--- src/rtl/fetch_unit.sv ---
// Instruction fetch stage: holds the PC, issues single-word reads and hands captured words to decode.
// Optional feature: define FETCH_PERF_EN to add the perf_fetched / perf_stall_cycles counters.
module fetch_unit #(
   parameter logic [31:0] base_addr = 32'h80020000,
   parameter logic [31:0] reset_pc  = 32'h80020000
) (
   input  logic        clock,
   input  logic        reset,
   input  logic        fetch_en,
   input  logic        stall,
   input  logic        pc_load,
   input  logic [31:0] pc_target,
   output logic [31:0] mem_address,
   output logic [1:0]  mem_access_size,
   output logic        mem_rw,
   output logic        mem_enable,
   input  logic [31:0] mem_data_in,
   output logic [31:0] insn,
   output logic [31:0] insn_pc,
   output logic        insn_valid
`ifdef FETCH_PERF_EN
   ,
   output logic [31:0] perf_fetched,
   output logic [31:0] perf_stall_cycles
`endif
);

   typedef enum logic [1:0] {
      IDLE    = 2'd0,
      ISSUE   = 2'd1,
      CAPTURE = 2'd2,
      HOLD    = 2'd3
   } state_t;

   state_t      state;
   state_t      state_next;
   logic [31:0] pc;
   logic        capture;
   logic        accept;

   // base_addr only documents the memory map; it has no effect on the logic.
   logic unused_cfg;
   assign unused_cfg = ^base_addr;

   // NOTE: sequential state uses non-blocking (<=) so every register samples pre-edge values.
   always_ff @(posedge clock) begin
      if (reset) begin
         state <= IDLE;
      end else begin
         state <= state_next;
      end
   end

   // NOTE: every always_comb output gets a default first so no path can infer a latch.
   always_comb begin
      state_next = state;
      capture    = 1'b0;
      accept     = 1'b0;
      case (state)
         IDLE: begin
            if (fetch_en) begin
               state_next = ISSUE;
            end
         end
         ISSUE: begin
            state_next = CAPTURE;
         end
         CAPTURE: begin
            capture    = 1'b1;
            state_next = HOLD;
         end
         HOLD: begin
            if (!stall) begin
               accept     = 1'b1;
               state_next = fetch_en ? ISSUE : IDLE;
            end
         end
         default: begin
            state_next = IDLE;
         end
      endcase
      // A redirect discards any in-flight or presented word and refetches from the new PC.
      if (pc_load) begin
         capture    = 1'b0;
         accept     = 1'b0;
         state_next = ISSUE;
      end
   end

   always_ff @(posedge clock) begin
      if (reset) begin
         pc      <= reset_pc;
         insn    <= 32'h0;
         insn_pc <= 32'h0;
      end else if (pc_load) begin
         pc <= pc_target & ~32'h3;
      end else if (capture) begin
         insn    <= mem_data_in;
         insn_pc <= pc;
         pc      <= pc + 32'd4;
      end
   end

   assign mem_address     = pc;
   assign mem_access_size = 2'b00;
   assign mem_rw          = 1'b1;
   assign mem_enable      = (state == ISSUE);
   assign insn_valid      = (state == HOLD);

`ifdef FETCH_PERF_EN
   always_ff @(posedge clock) begin
      if (reset) begin
         perf_fetched      <= 32'h0;
         perf_stall_cycles <= 32'h0;
      end else begin
         if (accept) begin
            perf_fetched <= perf_fetched + 32'd1;
         end
         if (state == HOLD && stall) begin
            perf_stall_cycles <= perf_stall_cycles + 32'd1;
         end
      end
   end
`else
   logic unused_accept;
   assign unused_accept = accept;
`endif

endmodule

--- config.mk ---
export PLATFORM = sky130hd
export DESIGN_NAME = fetch_unit
export DESIGN_NICKNAME = d
export VERILOG_FILES = /design/src/rtl/fetch_unit.sv
export SDC_FILE = /design/constraint.sdc
export NUM_CORES = 1
export LEC_CHECK = 0
export CORE_MARGIN = 5
export CORE_UTILIZATION = 63
export CTS_BUF_LIST = sky130_fd_sc_hd__clkbuf_4 sky130_fd_sc_hd__clkbuf_8 sky130_fd_sc_hd__clkbuf_16
export CTS_CLUSTER_SIZE = 8
export DETAILED_ROUTE_END_ITERATION = 6
export DONT_BUFFER_PORTS = 1
export PLACE_DENSITY = 0.87
export SYNTH_ARGS = -nofsm -noshare
export SYNTH_HDL_FRONTEND = slang
export SYNTH_SLANG_ARGS = --single-unit
--- constraint.sdc ---
create_clock -name clock -period 3.9 [get_ports clock]
set_clock_uncertainty 0.1 [all_clocks]
set_input_delay 0.78 -clock clock [delete_from_list [all_inputs] [get_ports clock]]
set_output_delay 0.78 -clock clock [all_outputs]
set_load 0.03 [all_outputs]
== Yosys cells after proc, flatten, opt, wreduce, memory -nomap -nowiden ==
Cells that the tools add are included.
Word-level totals
  input bits: 69
  bits in registers: 98
Operators by class
  reductions and logical operators: 6
  add/sub/neg operators: 1
  equal/unequal tests: 7
  bitwise logic cells: 1
  mux-type cells: 9
Operators with widths (count)
  32-bit two-way mux: 2
  32-bit by 3-bit adder with 32-bit output (second input constant): 1
  2-bit one-hot mux with 4 select lines: 1
  3-bit inequality test (second input constant): 2
  2-bit AND reduction: 3
  2-bit equality test (second input constant): 2
  1-bit two-way mux: 4
  2-bit two-way mux: 2
  2-bit inequality test (second input constant): 2
  2-bit by 1-bit equality test with 1-bit output (second input constant): 1
  2-bit logical NOT: 1
  2-bit nonzero test: 1
  2-bit OR reduction: 1
  1-bit inverter: 1

== Logic depth before layout (Yosys ltp) ==
  depth after elaboration: 5
  gate-level depth with buffers: 8

== Least setup slack after synthesis ==
OpenSTA, ideal clock, no wires.
  path type: register -> register
  start: register state[0]
  end: register pc[31] (netlist: mem_address[31])
  path slack: 1.828 ns
  arrival: 1.894 ns
  clock period less this slack: 2.072 ns
  stages on the path, launching flop included: 9
  buffers on the path: 1
  cells stage by stage: dfxtp_1 inv_1 ha_1 buf_2 nand4_2 nor4_4 nand4_1 or3_1 a32oi_1
Between the ends
  cells in the longest elaborated chain, start to end: 4
RTL lines
  start, declared: line 35  | state_t state;
  start signal, assigned: line 50  | state <= state_next;
  2-bit equality test: line 59  | case (state)
  1-bit two-way mux: line 59
  1-bit two-way mux: line 83  | if (pc_load) begin
  2-bit nonzero test (no source line)
  end signal, assigned: line 92  | pc <= reset_pc;
  end signal, assigned: line 96  | pc <= pc_target & ~32'h3;
  end signal, assigned: line 100  | pc <= pc + 32'd4;
  end, declared: line 37  | logic [31:0] pc;
Every way passes these cells.
A chain may end at the register's enable or synchronous reset.

== Worst setup path after layout ==
  start: register state[0]
  end: register pc[19] (netlist: mem_address[19])
Same word-level chain as after synthesis.

==> key figures <==
Status
  • Outcome: finished clean

Power and ir drop
  • Overall power: 0.00174 W
  • Lkg Pwr: 1.40 nW
  • VDD IR-drop max: 0.298 mV
  • PD cells: 422 nW/um^2

Finish
  • Synth-to-layout area growth: 3.55%
  • Nets@finish: 554
  • Commonest non-fill, non-tap cells in the layout: nand2_1 (141), dfxtp_1 (94), a21oi_1 (73)
  • Non-filler instance count after layout: 561
  • Layout cell share with drive strength beyond 1: 5.79%
  • Layout fillers: 516
  • Commonest non-fill, non-tap cell in the layout: nand2_1
  • Ant. Diodes: 0

Synth
  • Yosys warning count: 0
  • Yosys cell types: 38
  • #FFs+latches synth: 94
  • Post-synthesis sequential area ratio: 47.3%
  • Syn Area/Cell: 7.98 um^2
  • Cells after Synth: 499
  • EDFF count, synth: 0
  • Cell area after synthesis: 3980 um^2
  • Ys flop type: dfxtp_1
  • Post-synth ARST share: 0%

Route
  • Metal2 WL: 4660 um
  • Initial DRT Pass Iterations: 4
  • DR vias: 3313
  • WL met1: 3650 um
  • DRC: 0
  • Antenna-violating nets left: 0
  • Iteration-0 DRC Markers: 131
  • Top sig layer: met4
  • Routed WL: 9580 um
  • Routed wl met3: 1130 um
  • Vias per cell: 5.91
  • WL/cell: 17.1 um

Setup path
  • R2R Setup Slk: 1310 ps
  • Critical path origin: state[0]
  • Worst path arrival time: 2750 ps
  • CP Max Fanout: 10
  • RR Endpoint: mem_address[19]
  • Critical path class: reg -> reg
  • Startpoint types: flip-flop
  • Critical Path RT: 4060 ps
  • R2R cell count: 7
  • R2r startpoint: state[0]
  • Worst Setup End Kind: flip-flop
  • CP endpoint: mem_address[19]

Floorplanning
  • Die Ht: 89.5 um
  • Die Wd: 89.5 um
  • Starting density of the core: 63.8%
  • Core area: 6240 um^2
  • Die Area: 8010 um^2
  • Std cell rows: 29
  • Num ports: 170

Global routing
  • Initial antenna violation count: 0
  • Largest net degree at the start of global routing: 94
  • Vias in the first global route: 3122
  • Total gr overflow: 0
  • Tot GR Track Use: 24.0%
  • First-pass GRT wire length: 15000 um

STA
  • Fin. Hold Viols: 0
  • Max Slew Vio Count: 0
  • Headroom to the max-slew limit: 54.4%
  • Max Freq: 385 MHz
  • Fin crit share: 66.5%
  • RSZ-0062 raised after global routing: false
  • Setup TNS: 0 ps
  • Period minus WS final: 2590 ps
  • Worst slew pin tran: 683 ps
  • Endpoints failing setup: 0

Worst hold path
  • Hold crit path type: in -> reg

Place
  • I/O Buffers: 0
  • Placed cells: 546
  • Hpwl dp: 6860 um
  • Gpl congestion: 0.786

Flow run
  • Max Cap Violations: 0

Clock network
  • H-tree levels: 3
  • Clk pin slew, worst setup/hold paths: 80 ps
  • Number of CTS-inserted buffers: 9
  • Hold-fix buffers at CTS: 0
  • Clock Sinks: 94
  • Clock root buffer: clkbuf_8
  • CTS tree: yes
  • Post-CTS Resized: 0
  • Postcts setup bufs: 0
  • Maximum buffer depth of the clock tree: 2
  • Clock latency on the worst-skew pair: 350 ps
[routing by layer]
| metal | GRT usage (%) | vias to the layer above |
|---|---|---|
| met1 | 28.9 | 1534 |
| met5 | 0 | - |
| met3 | 8.76 | 14 |
| met2 | 38.8 | 149 |
| met4 | 9.61 | 0 |
| li1 | - | 1616 |
[how the worst min path moves through the flow]
| stage | depth (start not counted) | to | from |
|---|---|---|---|
| global placement | 2 | state[1] | state[1] |
| detailed placement | 2 | state[1] | state[1] |
| floorplan | 2 | state[1] | state[1] |
| finish | 1 | insn[19] | reset |
| global route | 1 | insn[13] | reset |
| CTS | 1 | insn_pc[3] | reset |
[kinds of logic (layout without fill, tap and decap cells)]
logic type,after synthesis,in the layout,synth area share [%]
xor+xnor,24,24,5.28
simple gates,221,221,24.9
buf+inv,46,26,5.03
mux,5,5,1.26
other cells,2,7,0.189
compound gates,102,102,14.5
flops,94,94,47.3
fa+ha+maj,5,5,1.57
[worst max-delay path: stages (launching register included)]
cell,delay [ps]
dfxtp_1,370
inv_1,100
ha_1,440
nand4_2,360
nor4_2,530
nand4_1,170
xor2_1,180
a211oi_1,260
[synth_stat cells, types with 3 or more instances]
master	number	area (um^2)
a211oi_1	13	97.6
a21oi_1	73	365
and3_1	3	18.8
buf_4	7	52.6
clkbuf_1	30	113
dfxtp_1	94	1880
ha_1	5	62.6
inv_1	8	30.0
mux2i_1	5	50.1
nand2_1	142	533
nand3_1	9	45.0
nand4_1	9	56.3
nor2_1	34	128
nor3_1	6	30.0
nor4_1	4	25.0
nor4_2	3	37.5
o21ai_0	4	20.0
xnor2_1	11	96.3
xor2_1	13	114
[through the flow]
stage	worst slack, ps	hold WS (ps)	utilization (%)	cell area (um^2)
finish	1310	396	66.1	4120
global route	1050	376	66.1	4120
CTS	1300	376	66.1	4120
detailed placement	1330	481	63.4	3960
global placement	1400	446	63.4	3960
floorplan	1830	428	-	4000
[registers in the layout, summed over array words and instances, names as in the netlist]
signal / count
insn_pc: 30
mem_address: 30
insn: 32
state: 2
[where the power goes]
| part | internal (W) | switching (W) | total (W) |
|---|---|---|---|
| clock network | 0.000240 | 0.000317 | 0.000558 |
| logic | 0.0000377 | 0.0000574 | 0.0000950 |
| registers | 0.000988 | 0.000100 | 0.00109 |
[cell type report]
type / instances / area (um^2) / area share [%]
multi-input combinational: 364 / 1930 / 46.8
sequential: 94 / 1880 / 45.6
clock buffer: 11 / 139 / 3.37
tap: 77 / 96.3 / 2.34
inverter: 8 / 30.0 / 0.728
clock inverter: 4 / 25.0 / 0.607
timing repair buffer: 3 / 22.5 / 0.546
(Power assumes the default switching activity.)
